<file path="src/rtl/bvh_traversal_ctrl.sv">
// BVH traversal controller: depth-first walk of a node memory,
// one box test per node, leaf hits streamed out with their ranges.
module bvh_traversal_ctrl #(
  parameter int NODE_AW     = 10,
  parameter int STACK_DEPTH = 16,
  parameter int ISECT_LAT   = 4,
  parameter int CNT_W       = 16
) (
  input  logic               clk,
  input  logic               rst,
  input  logic               ray_valid,
  output logic               ray_ready,
  input  logic [47:0]        ray_orig,
  input  logic [107:0]       ray_inv_dir,
  input  logic [31:0]        ray_range,
  output logic               node_rd_en,
  output logic [NODE_AW-1:0] node_addr,
  input  logic [95:0]        node_box,
  input  logic               node_leaf,
  input  logic [NODE_AW-1:0] node_left,
  input  logic [NODE_AW-1:0] node_right,
  input  logic [15:0]        node_prim,
  output logic [47:0]        isect_orig,
  output logic [107:0]       isect_inv_dir,
  output logic [95:0]        isect_box,
  output logic [31:0]        isect_prev_range,
  output logic               isect_stall,
  input  logic               isect_hit,
  input  logic [31:0]        isect_range,
  output logic               leaf_valid,
  input  logic               leaf_ready,
  output logic [15:0]        leaf_prim,
  output logic [31:0]        leaf_range,
  output logic               done,
  output logic               overflow,
  output logic [CNT_W-1:0]   node_count
);

  typedef enum logic [2:0] {
    IDLE, FETCH, MEM, TEST, EMIT, POP, DONE
  } state_t;

  localparam int PW = $clog2(STACK_DEPTH + 1);
  localparam int IW = (STACK_DEPTH > 1) ? $clog2(STACK_DEPTH) : 1;
  localparam int LW = $clog2(ISECT_LAT + 1);

  state_t state, nxt;

  logic [47:0]        orig_q;
  logic [107:0]       inv_q;
  logic [31:0]        rng_q;
  logic [95:0]        box_q;
  logic               leaf_q;
  logic [NODE_AW-1:0] left_q;
  logic [NODE_AW-1:0] right_q;
  logic [15:0]        prim_q;
  logic [31:0]        hit_rng_q;
  logic [NODE_AW-1:0] cur;
  logic [NODE_AW-1:0] stk [STACK_DEPTH];
  logic [PW-1:0]      sp;
  logic [PW-1:0]      sp_dec;
  logic [LW-1:0]      cnt;
  logic               ovf_q;
  logic [CNT_W-1:0]   cnt_q;
  logic               last;
  logic               full;
  logic               empty;

  assign sp_dec = sp - PW'(1);
  assign last   = cnt == LW'(ISECT_LAT - 1);
  assign full   = sp == PW'(STACK_DEPTH);
  assign empty  = sp == '0;

  always_ff @(posedge clk) begin
    if (rst) state <= IDLE;
    else     state <= nxt;
  end

  always_comb begin
    nxt         = state;
    ray_ready   = 1'b0;
    node_rd_en  = 1'b0;
    isect_stall = 1'b1;
    leaf_valid  = 1'b0;
    done        = 1'b0;
    unique case (state)
      IDLE: begin
        ray_ready = 1'b1;
        if (ray_valid) nxt = FETCH;
      end
      FETCH: begin
        node_rd_en = 1'b1;
        nxt        = MEM;
      end
      MEM: nxt = TEST;
      TEST: begin
        isect_stall = 1'b0;
        if (last) begin
          if (!isect_hit)  nxt = POP;
          else if (leaf_q) nxt = EMIT;
          else             nxt = FETCH;
        end
      end
      EMIT: begin
        leaf_valid = 1'b1;
        if (leaf_ready) nxt = POP;
      end
      POP: nxt = empty ? DONE : FETCH;
      DONE: begin
        done = 1'b1;
        nxt  = IDLE;
      end
      default: nxt = IDLE;
    endcase
  end

  always_ff @(posedge clk) begin
    if (rst) begin
      sp    <= '0;
      ovf_q <= 1'b0;
      cnt_q <= '0;
      cnt   <= '0;
      cur   <= '0;
    end else begin
      unique case (state)
        IDLE: if (ray_valid) begin
          orig_q <= ray_orig;
          inv_q  <= ray_inv_dir;
          rng_q  <= ray_range;
          sp     <= '0;
          ovf_q  <= 1'b0;
          cnt_q  <= '0;
          cur    <= '0;
        end
        MEM: begin
          box_q   <= node_box;
          leaf_q  <= node_leaf;
          left_q  <= node_left;
          right_q <= node_right;
          prim_q  <= node_prim;
          cnt     <= '0;
          if (cnt_q != '1) cnt_q <= cnt_q + CNT_W'(1);
        end
        TEST: begin
          cnt <= cnt + LW'(1);
          if (last && isect_hit) begin
            if (leaf_q) begin
              hit_rng_q <= isect_range;
            end else begin
              cur <= left_q;
              // a full stack loses the right subtree; flag it
              if (full) begin
                ovf_q <= 1'b1;
              end else begin
                stk[sp[IW-1:0]] <= right_q;
                sp <= sp + PW'(1);
              end
            end
          end
        end
        POP: if (!empty) begin
          cur <= stk[sp_dec[IW-1:0]];
          sp  <= sp_dec;
        end
        default: ;
      endcase
    end
  end

  assign node_addr        = cur;
  assign isect_orig       = orig_q;
  assign isect_inv_dir    = inv_q;
  assign isect_box        = box_q;
  assign isect_prev_range = rng_q;
  assign leaf_prim        = prim_q;
  assign leaf_range       = hit_rng_q;
  assign overflow         = ovf_q;
  assign node_count       = cnt_q;

endmodule
</file>
<file path="config.mk">
export PLATFORM = sky130hd
export DESIGN_NAME = bvh_traversal_ctrl
export DESIGN_NICKNAME = d
export VERILOG_FILES = /design/src/rtl/bvh_traversal_ctrl.sv
export SDC_FILE = /design/constraint.sdc
export NUM_CORES = 1
export LEC_CHECK = 0
export CAP_MARGIN = 5
export CORE_AREA = 4 4 281 283
export CTS_BUF_LIST = sky130_fd_sc_hd__clkbuf_4 sky130_fd_sc_hd__clkbuf_8
export DETAILED_ROUTE_END_ITERATION = 10
export DIE_AREA = 0 0 285 287
export RECOVER_POWER = 100
export SYNTH_ARGS = -nofsm -noshare
export SYNTH_HDL_FRONTEND = slang
export SYNTH_SLANG_ARGS = --single-unit
</file>
<file path="constraint.sdc">
create_clock -name clk -period 14.92 [get_ports clk]
set_input_delay 2.984 -clock clk [delete_from_list [all_inputs] [get_ports clk]]
set_output_delay 2.984 -clock clk [all_outputs]
set_load 0.05 [all_outputs]
</file>
* After elaboration in Yosys (flattened, before gate mapping)
Memories as Yosys holds them, arrays and structs flattened.
Cells that the tools add are included.
** Storage, ports and cells
- Register bits after elaboration :: 391
- RAM bits :: 160
- Input bits :: 358
- Word-level logic and storage cells :: 92
- Memories kept :: 1
** Memory list
- stk :: words 16, bits a word 10, rd ports 1, clocked after Yosys merged registers in 0, write ports 1, RTL line 59 : logic [NODE_AW-1:0] stk [STACK_DEPTH];
** Cells by class
- Add/subtract/negate cells :: 4
- Equality and inequality tests :: 18
- Multiplexer cells :: 38
- Bitwise logic cells :: 1
- Reduce and logical (&&, ||, !) cells :: 15
** Operators with widths (count)
- 2-to-1 mux 10 bit :: 4
- 2-to-1 mux 16 bit :: 2
- case mux 16 bit (2 select lines) :: 1
- case mux 10 bit (3 select lines) :: 1
- 2-to-1 mux 5 bit :: 5
- 2-to-1 mux 3 bit :: 6
- inequality test 2 bit (second input constant) :: 9
- case mux 3 bit (6 select lines) :: 1
- adder 16 x 1 -> 16 bit (second input constant) :: 1
- inequality test 16 bit (second input constant) :: 1
- 2-to-1 mux 1 bit :: 15
- case mux 5 bit (3 select lines) :: 1
- AND reduction 5 bit :: 2
- == test 3 x 2 -> 1 bit (second input constant) :: 3
- == test 3 bit (second input constant) :: 3
- AND reduction 3 bit :: 3
- case mux 3 bit (2 select lines) :: 1
- AND reduction 6 bit :: 1
- nonzero test 2 bit :: 3
- adder 5 x 1 -> 5 bit (second input constant) :: 1
- == test 5 bit (second input constant) :: 1
- logical NOT 5 bit :: 1
- subtractor 5 x 1 -> 5 bit (second input constant) :: 1
- AND reduction 4 bit :: 1
- other kinds (8) :: 8

* Longest topological paths before layout
Gate-level depths: netlist of the first run.
- Depth after elaboration :: 7
- Mapped depth :: 10

* Worst setup path after synthesis of the first run
OpenSTA, ideal clock, no wires.
- Path kind :: input-to-reg
- Start point :: in rst
- End point :: reg box_q[0] (netlist: isect_box[0]) (enable)
- Arrival time :: 12268 ps
- Data required time :: 14132 ps
- Path slack :: 1864 ps
- Stages on the path :: 2
- Cell sequence :: clkbuf_1 nor3_1
** Between the ends
- Longest elaborated chain between the ends :: 2
** Ends and longest elaborated chain
- from (decl) :: RTL line 10 : input logic rst,
- inverter 1 bit (no line)
- AND reduction 2 bit (no line)
- to (signal assigned) :: RTL line 136 : box_q <= node_box;
- to (decl) :: RTL line 52 : logic [95:0] box_q;
No other way between the ends.
A chain may end at the register's enable or synchronous reset.

* Worst setup path after layout of the first run
- Start point :: in rst
- End point :: reg box_q[77] (netlist: isect_box[77]) (enable)
The elaborated chain is that of the path after synthesis.

==> impl_metrics.py, run 1 <==
metrics = {
    "run_status": {
        "run_status": "finished with violations",
        "violations": "capacitance limit, slew limit",
    },
    "clocking": {
        "tritoncts": "done",
        "hold_buffers": 0,
        "cts_resized": 0,
        "htree_levels": 3,
        "clock_latency_ns": 0.69,
        "cts_root_buffer": "clkbuf_8",
        "post_cts_buffers": 0,
        "clkTransAtPathRegs_ns": 0.06,
        "clkSinkCount": 551,
        "numCtsBuffers": 97,
        "clockBufferDepth": 3,
    },
    "worst_setup_path": {
        "timing.rr.start": "state[1]$_SDFFE_PP0P_",
        "worst_ep_arrival_time_ns": 9.83,
        "critPathRequiredTime_ns": 14.98,
        "startpoint_type": "input port",
        "setup.worst_path.class": "input port to flip-flop",
        "cp_max_fo": 133,
        "endpoint_kind": "flip-flop",
        "cp-startpoint": "rst",
    },
    "power_and_ir_drop": {
        "p_int_uw": 2710,
        "p_switching_uw": 1050,
        "power-per-cell-area_mw_per_mm2": 128,
        "power.share.clock_pct": 36.1,
        "p_seq_share_pct": 48.5,
        "p_sw_share_pct": 27.9,
        "combPwrFrac_pct": 15.5,
        "irDropWorstVdd_uv": 84.3,
        "leakage_uw": 0.00995,
        "power_uw": 3750,
    },
    "synthesis": {
        "synthesis.nets": 1260,
        "synth-edff-count": 513,
        "synthCells": 895,
        "synth_warnings": 0,
        "synth.area.top_cells": "edfxtp_1 81%, mux4_2 4.6%, dfxtp_1 4.0%",
        "ys.flop_type": "edfxtp_1",
        "syn_area_mm2": 0.0191,
        "ys_seq_area_share_pct": 84.7,
        "synth.most_common_cell": "edfxtp_1",
        "yosys.area.top_type": "edfxtp_1",
        "synth_top_area_share_pct": 80.7,
        "synthArstFlopShare_pct": 0,
        "synth_cell_type_count": 70,
        "synthTopCellsByCount": "513 x edfxtp_1, 39 x mux4_2, 38 x dfxtp_1",
        "ys_ff_latch": 551,
        "syn_avg_cell_area_um2": 21.3,
    },
    "global_routing": {
        "antenna_found_initial": 51,
        "grt_pass1_vias": 12900,
        "grt_pass1_wl_mm": 96.5,
        "globalRouteOverflowTotal": 0,
        "grt_use_total_pct": 16.5,
        "grt_max_degree": 134,
    },
    "routing": {
        "drc": 0,
        "wire_per_inst_um": 25.2,
        "vias": 12000,
        "drt-total-wl_mm": 70.6,
        "viasPerCell": 4.27,
        "firstDrtPassIters": 7,
        "drtIter0Drc": 778,
        "postRouteAntennaNets": 0,
    },
    "sta": {
        "tightest_slew_ns": 7.83,
        "rsz0062_at_grt": "false",
        "fin_ws_ns": 5.16,
        "whs_ns": 0.472,
        "timing.fmax_ghz": 0.102,
        "drv_slew": 281,
        "final_hold_viol_count": 0,
        "fin_crit_sh_pct": 65.4,
        "setup_violations": 0,
        "period_needed_ns": 9.76,
        "finalSetupTns_ns": 0,
        "slew_headroom_pct": -422,
        "skew_ns": 0.0570,
    },
    "floorplanning": {
        "dieArea_mm2": 0.0818,
        "fp.dieW_um": 285,
        "num_rows": 102,
        "boundaryPins": 722,
        "start_util_pct": 24.9,
        "coreArea_mm2": 0.0767,
        "die_h_um": 287,
    },
    "cells_and_area": {
        "seqCellArea_mm2": 0.0162,
        "area_growth_pct": 53.9,
        "drive_above_1_share_pct": 11.5,
        "fillerInstances": 7126,
        "layout.nets": 2055,
        "multi_input_area_mm2": 0.00271,
        "finalNonFillerCells": 2807,
    },
    "placed_design": {
        "place_ws_ns": 8.46,
        "post-dp-hpwl_mm": 53.5,
        "gp_congestion": 0.828,
        "dp_cells": 2631,
        "io_buffers": 721,
    },
    "min_path": {
        "hp-start": "overflow$_SDFFE_PP0P_",
        "worst_hold_path_type": "flip-flop to flip-flop",
    },
    "flow_run": {
        "maxCapViolCount": 4,
    },
}
[path summary, 6_finish.rpt]
path | cells after the start | slack, ns | end
worst max-delay path | 4 | 5.16 | isect_box[77]$_DFFE_PP_
worst min-delay path | 2 | 0.47 | overflow$_SDFFE_PP0P_
worst max register to register | 3 | 7.29 | isect_box[77]$_DFFE_PP_
worst min register to register | 2 | 0.47 | overflow$_SDFFE_PP0P_
[layout by cell type, fill, tap and decap left out, drive strengths merged, types with 5 or more instances in the layout]
master,count
dlygate4sd3,720
edfxtp,513
clkbuf,136
mux4,40
dfxtp,38
nor2,33
nand2,26
mux2i,21
clkinv,18
inv,17
diode,16
a21oi,16
and2,15
nand3,12
o22ai,11
o221a,10
a22oi,9
o21ai,9
xnor2,8
ha,7
a211oi,6
nor3,6
nor3b,6
a2111oi,5
[flip-flops by register name, indices dropped and copies added, names as in the netlist, 5 cells and up]
signal	flops
isect_box	96
isect_inv_dir	108
isect_orig	48
isect_prev_range	32
leaf_prim	16
leaf_range	32
left_q	10
node_addr	10
node_count	16
right_q	10
sp	5
stk	160
[routing by layer]
layer  track usage (%)  share of wire, %  wire, um
met1              17.7                34     24300
met3              7.45                11      7710
met4              5.71               2.8      1990
met2              29.0                52     36400
met5                 0              0.19       136
[worst max-delay path: stages]
cell	delay, ns
dlygate4sd3_1	0.53
clkbuf_1	0.39
nor3_2	0.25
clkbuf_1	5.31
[stage by stage]
step                utilization, %  area, um^2
floorplan                        -       19100
global placement              35.9       27500
detailed placement            35.9       27500
CTS                           38.3       29400
global route                  38.3       29300
finish                        38.3       29400
[area by class of cell]
type,instances,area share [%]
Timing Repair Buffer,730,24.7
Sequential cell,551,55.1
Antenna cell,16,0.136
Clock inverter,29,0.818
Clock buffer,131,5.42
Multi-Input combinational cell,298,9.23
Tap cell,1040,4.43
Inverter,12,0.170
[power groups by stage]
stage,logic (uW),clock network (uW),registers (uW)
global placement,624,0,1840
finish,580,1350,1820
floorplan,151,0,2050
global route,609,1480,1830
CTS,630,1410,1810
detailed placement,628,0,1840
[cells by family after synthesis]
kind of cell | Yosys count | share of synthesized area (%)
flops | 551 | 84.7
simple gates | 129 | 3.72
compound gates | 89 | 3.53
mux | 61 | 5.84
buf+inv | 46 | 1.13
xor+xnor | 12 | 0.590
fa+ha+maj | 7 | 0.459
Power figures use the tool's default switching activity.
==> run 2: changes to the inputs <==
==> constraint.sdc (replaced) <==
create_clock -name clk -period 9.3 [get_ports clk]
set_input_delay 1.86 -clock clk [delete_from_list [all_inputs] [get_ports clk]]
set_output_delay 1.86 -clock clk [all_outputs]
set_load 0.05 [all_outputs]
==> impl_metrics.py, run 2 (synthesis gave the netlist of run 1 again) <==
metrics = {
    "worst_setup_path": {
        "worst_ep_arrival_time_ns": 6.95,
        "critPathRequiredTime_ns": 9.59,
        "cp_max_fo": 63,
        "endpoint_kind": "flip-flop",
        "startpoint_type": "input port",
        "setup.worst_path.class": "input port to flip-flop",
    },
    "clocking": {
        "clkSinkCount": 551,
        "cts_resized": 0,
        "hold_buffers": 0,
        "numCtsBuffers": 94,
        "clockBufferDepth": 3,
        "cts_root_buffer": "clkbuf_8",
        "clkTransAtPathRegs_ns": 0.05,
        "post_cts_buffers": 0,
        "clock_latency_ns": 0.70,
        "tritoncts": "done",
        "htree_levels": 3,
    },
    "floorplanning": {
        "die_h_um": 287,
        "boundaryPins": 722,
        "start_util_pct": 24.9,
        "dieArea_mm2": 0.0818,
        "coreArea_mm2": 0.0767,
        "num_rows": 102,
        "fp.dieW_um": 285,
    },
    "sta": {
        "finalSetupTns_ns": 0,
        "drv_slew": 215,
        "skew_ns": 0.0672,
        "tightest_slew_ns": 4.08,
        "slew_headroom_pct": -172,
        "fin_crit_sh_pct": 71.7,
        "period_needed_ns": 6.67,
        "rsz0062_at_grt": "false",
        "setup_violations": 0,
        "final_hold_viol_count": 0,
        "timing.fmax_ghz": 0.150,
    },
    "routing": {
        "vias": 11800,
        "wire_per_inst_um": 21.7,
        "viasPerCell": 4.20,
        "drt-total-wl_mm": 60.9,
        "drc": 0,
        "drtIter0Drc": 733,
        "postRouteAntennaNets": 0,
        "firstDrtPassIters": 5,
    },
    "run_status": {
        "run_status": "finished with violations",
        "violations": "capacitance limit, slew limit",
    },
    "cells_and_area": {
        "most-common-layout-cells": "719 x dlygate4sd3_1, 513 x edfxtp_1, 96 x clkbuf_8",
        "finalNonFillerCells": 2809,
        "area_growth_pct": 54.4,
        "layout.nets": 2053,
        "largest_reg_flops": 160,
        "drive_above_1_share_pct": 11.7,
        "stdcell_area_mm2": 0.0295,
        "layout_commonest_cell": "dlygate4sd3_1",
    },
    "global_routing": {
        "grt_pass1_wl_mm": 85.7,
        "antenna_found_initial": 25,
        "grt_pass1_vias": 12600,
        "grt_use_total_pct": 14.2,
        "grt_max_degree": 80,
        "globalRouteOverflowTotal": 0,
    },
    "placed_design": {
        "post-dp-hpwl_mm": 45.2,
        "io_buffers": 721,
        "gp_congestion": 0.834,
        "place_area_mm2": 0.0275,
        "dp_cells": 2632,
    },
    "power_and_ir_drop": {
        "irDropWorstVdd_uv": 146,
        "power-per-cell-area_mw_per_mm2": 206,
        "leakage_uw": 0.0100,
    },
    "flow_run": {
        "maxCapViolCount": 5,
    },
    "min_path": {
        "worst_hold_path_type": "flip-flop to flip-flop",
    },
}
run 2: report_power, final:
part / switching, uW / leakage [uW] / internal [uW] / total (uW)
clock: 1020 / 0.00102 / 1230 / 2250
sequential: 54.8 / 0.00497 / 2850 / 2910
combinational: 598 / 0.00402 / 311 / 909
run 2: per-layer routing:
layer / wire length, um / share of wire, % / vias up / GRT usage [%]
met4: 1410 / 2.3 / 8 / 3.77
li1: - / - / 5227 / -
met3: 6170 / 10 / 130 / 6.02
met5: 51 / 0.084 / - / 0
met1: 22300 / 37 / 5800 / 16.1
met2: 31000 / 51 / 626 / 24.8
run 2: worst max-delay path: stages:
cell           delay [ns]
dlygate4sd3_1        0.62
inv_1                0.08
or4_1                0.46
nor2_1               1.46
clkbuf_1             1.55
buf_4                0.85
run 2: worst paths after layout:
kind                                            start                  endpoint  slack [ns]  depth (start not counted)
worst max-delay path                        ray_valid  isect_orig[11]$_DFFE_PP_        2.63                          6
worst min-delay path            overflow$_SDFFE_PP0P_     overflow$_SDFFE_PP0P_        0.46                          2
worst max register to register  state[1]$_SDFFE_PP0P_   isect_box[95]$_DFFE_PP_        3.83                          3
worst min register to register  overflow$_SDFFE_PP0P_     overflow$_SDFFE_PP0P_        0.46                          2
run 2: final cells by class:
class | count | area [um^2]
Fill cell | 7000 | 47200
Multi-Input combinational cell | 298 | 2710
Antenna cell | 8 | 20.0
Clock inverter | 45 | 407
Sequential cell | 551 | 16200
Tap cell | 1040 | 1300
Timing Repair Buffer | 731 | 7270
Inverter | 12 | 50.0
Clock buffer | 124 | 1530
run 2: metrics by stage:
step / total power [uW] / setup slack [ns] / utilization [%] / hold WS, ns
after floorplan: 3510 / 1.55 / - / 0.436
after global placement: 3930 / 4.02 / 35.9 / 0.447
after detailed placement: 3940 / 3.96 / 35.9 / 0.452
after CTS: 6230 / 4.44 / 38.4 / 0.460
after global routing: 6330 / 2.23 / 38.4 / 0.501
final: 6070 / 2.63 / 38.4 / 0.456
==> run 3: changes to the inputs <==
==> constraint.sdc (replaced) <==
create_clock -name clk -period 6.8 [get_ports clk]
set_input_delay 1.36 -clock clk [delete_from_list [all_inputs] [get_ports clk]]
set_output_delay 1.36 -clock clk [all_outputs]
set_load 0.05 [all_outputs]
==> impl_metrics.py, run 3 (synthesis gave the netlist of run 1 again) <==
metrics = {
    "worst_setup_path": {
        "ff2ff_path_depth": 8,
        "slowest_stage": "clkbuf_2",
        "endpoint_kind": "flip-flop",
        "startpoint_type": "input port",
        "critPathRequiredTime_ns": 7.03,
        "timing.rr.start": "sp[0]$_SDFFE_PP0P_",
        "slowest_delay_ns": 2.17,
        "r2r_end": "node_addr[0]$_SDFFE_PP0P_",
        "reg2reg_slack_ns": 1.73,
        "worstPathCellList": "dlygate4sd3_1 -> inv_1 -> or4_1 -> nor2_1 -> clkbuf_2",
        "setup.worst_path.class": "input port to flip-flop",
        "worst_ep_arrival_time_ns": 5.38,
        "cp_max_fo": 108,
    },
    "routing": {
        "wire_per_inst_um": 22.9,
        "viasPerCell": 4.26,
        "postRouteAntennaNets": 0,
        "drt-total-wl_mm": 64.4,
        "drtIter0Drc": 823,
        "vias": 12000,
        "drc": 0,
        "firstDrtPassIters": 5,
    },
    "floorplanning": {
        "boundaryPins": 722,
        "num_rows": 102,
        "fp.dieW_um": 285,
        "coreArea_mm2": 0.0767,
        "die_h_um": 287,
        "start_util_pct": 24.9,
        "dieArea_mm2": 0.0818,
    },
    "min_path": {
        "holdPathStages": 2,
        "worstHoldEndpoint": "overflow$_SDFFE_PP0P_",
        "hp-start": "overflow$_SDFFE_PP0P_",
        "worst_hold_path_type": "flip-flop to flip-flop",
    },
    "global_routing": {
        "grt_max_degree": 134,
        "globalRouteOverflowTotal": 0,
        "grt_use_total_pct": 15.0,
        "grt_pass1_wl_mm": 89.5,
        "grt_pass1_vias": 12600,
        "antenna_found_initial": 35,
    },
    "sta": {
        "setup_violations": 0,
        "slew_headroom_pct": -153,
        "fin_crit_sh_pct": 75.7,
        "timing.fmax_ghz": 0.194,
        "tightest_slew_ns": 3.80,
        "period_needed_ns": 5.15,
        "drv_slew": 400,
        "final_hold_viol_count": 0,
        "skew_ns": 0.0598,
        "rsz0062_at_grt": "false",
        "finalSetupTns_ns": 0,
    },
    "clocking": {
        "clock_latency_ns": 0.70,
        "clkTransAtPathRegs_ns": 0.06,
        "clkSinkCount": 551,
        "tritoncts": "done",
        "numCtsBuffers": 96,
        "clockBufferDepth": 3,
        "post_cts_buffers": 0,
        "cts_root_buffer": "clkbuf_8",
        "cts_resized": 0,
        "hold_buffers": 0,
        "htree_levels": 3,
    },
    "placed_design": {
        "io_buffers": 721,
        "post-dp-hpwl_mm": 47.7,
        "dp_cells": 2631,
        "gp_congestion": 0.863,
    },
    "cells_and_area": {
        "most-common-layout-cells": "718 x dlygate4sd3_1, 513 x edfxtp_1, 96 x clkbuf_8",
        "finalNonFillerCells": 2817,
        "area_growth_pct": 54.6,
        "layout_commonest_cell": "dlygate4sd3_1",
        "drive_above_1_share_pct": 11.3,
        "layout.nets": 2054,
        "largest_reg_flops": 160,
    },
    "run_status": {
        "run_status": "finished with violations",
        "violations": "capacitance limit, slew limit",
    },
    "power_and_ir_drop": {
        "power-per-cell-area_mw_per_mm2": 283,
        "leakage_uw": 0.0100,
        "irDropWorstVdd_uv": 163,
        "power_uw": 8340,
    },
    "flow_run": {
        "maxCapViolCount": 7,
    },
}
-- run 3: per-stage QoR --
step | setup slack (ns) | util, % | instance area [um^2] | hold slack, ns
detailed placement | 2.86 | 35.9 | 27600 | 0.461
finish | 1.65 | 38.5 | 29500 | 0.461
global route | 1.19 | 38.4 | 29500 | 0.502
floorplan | 1.54 | - | 19100 | 0.436
CTS | 2.37 | 38.5 | 29600 | 0.467
global placement | 2.83 | 35.9 | 27600 | 0.447
-- run 3: worst max-delay path by stage --
| stage | from | to | cells past startpoint |
|---|---|---|---|
| after detailed placement | rst | stk[3][2]$_DFFE_PP_ | 6 |
| final | ray_valid | isect_prev_range[17]$_DFFE_PP_ | 5 |
| after global routing | sp[0]$_SDFFE_PP0P_ | node_addr[2]$_SDFFE_PP0P_ | 8 |
| after floorplan | rst | leaf_range[0]$_DFFE_PP_ | 2 |
| after CTS | state[1]$_SDFFE_PP0P_ | done | 3 |
| after global placement | rst | stk[3][5]$_DFFE_PP_ | 6 |
-- run 3: report_power, final --
group / leakage [uW] / switching (uW) / internal (uW) / total [uW]
clock: 0.00102 / 1450 / 1670 / 3120
combinational: 0.00401 / 813 / 423 / 1240
sequential: 0.00497 / 82.2 / 3910 / 3990
-- run 3: metal layers --
metal | wire (um) | GRT usage (%) | vias to the layer above
met5 | 62 | 0 | -
met4 | 2270 | 5.32 | 10
met3 | 6430 | 5.95 | 152
met2 | 33100 | 26.1 | 662
met1 | 22500 | 16.6 | 5923
li1 | - | - | 5242
-- run 3: worst max-delay path: cells and delay by family --
kind | cells | cell delay, ns
and+or+nand+nor | 2 | 0.92
buffers and inverters | 3 | 2.87
-- run 3: area by class of cell --
| class | count | area (um^2) |
|---|---|---|
| Tap cell | 1040 | 1300 |
| Antenna cell | 13 | 32.5 |
| Timing Repair Buffer | 730 | 7260 |
| Multi-Input combinational cell | 298 | 2690 |
| Clock buffer | 118 | 1490 |
| Clock inverter | 55 | 503 |
| Inverter | 12 | 50.0 |
| Fill cell | 7089 | 47200 |
| Sequential cell | 551 | 16200 |
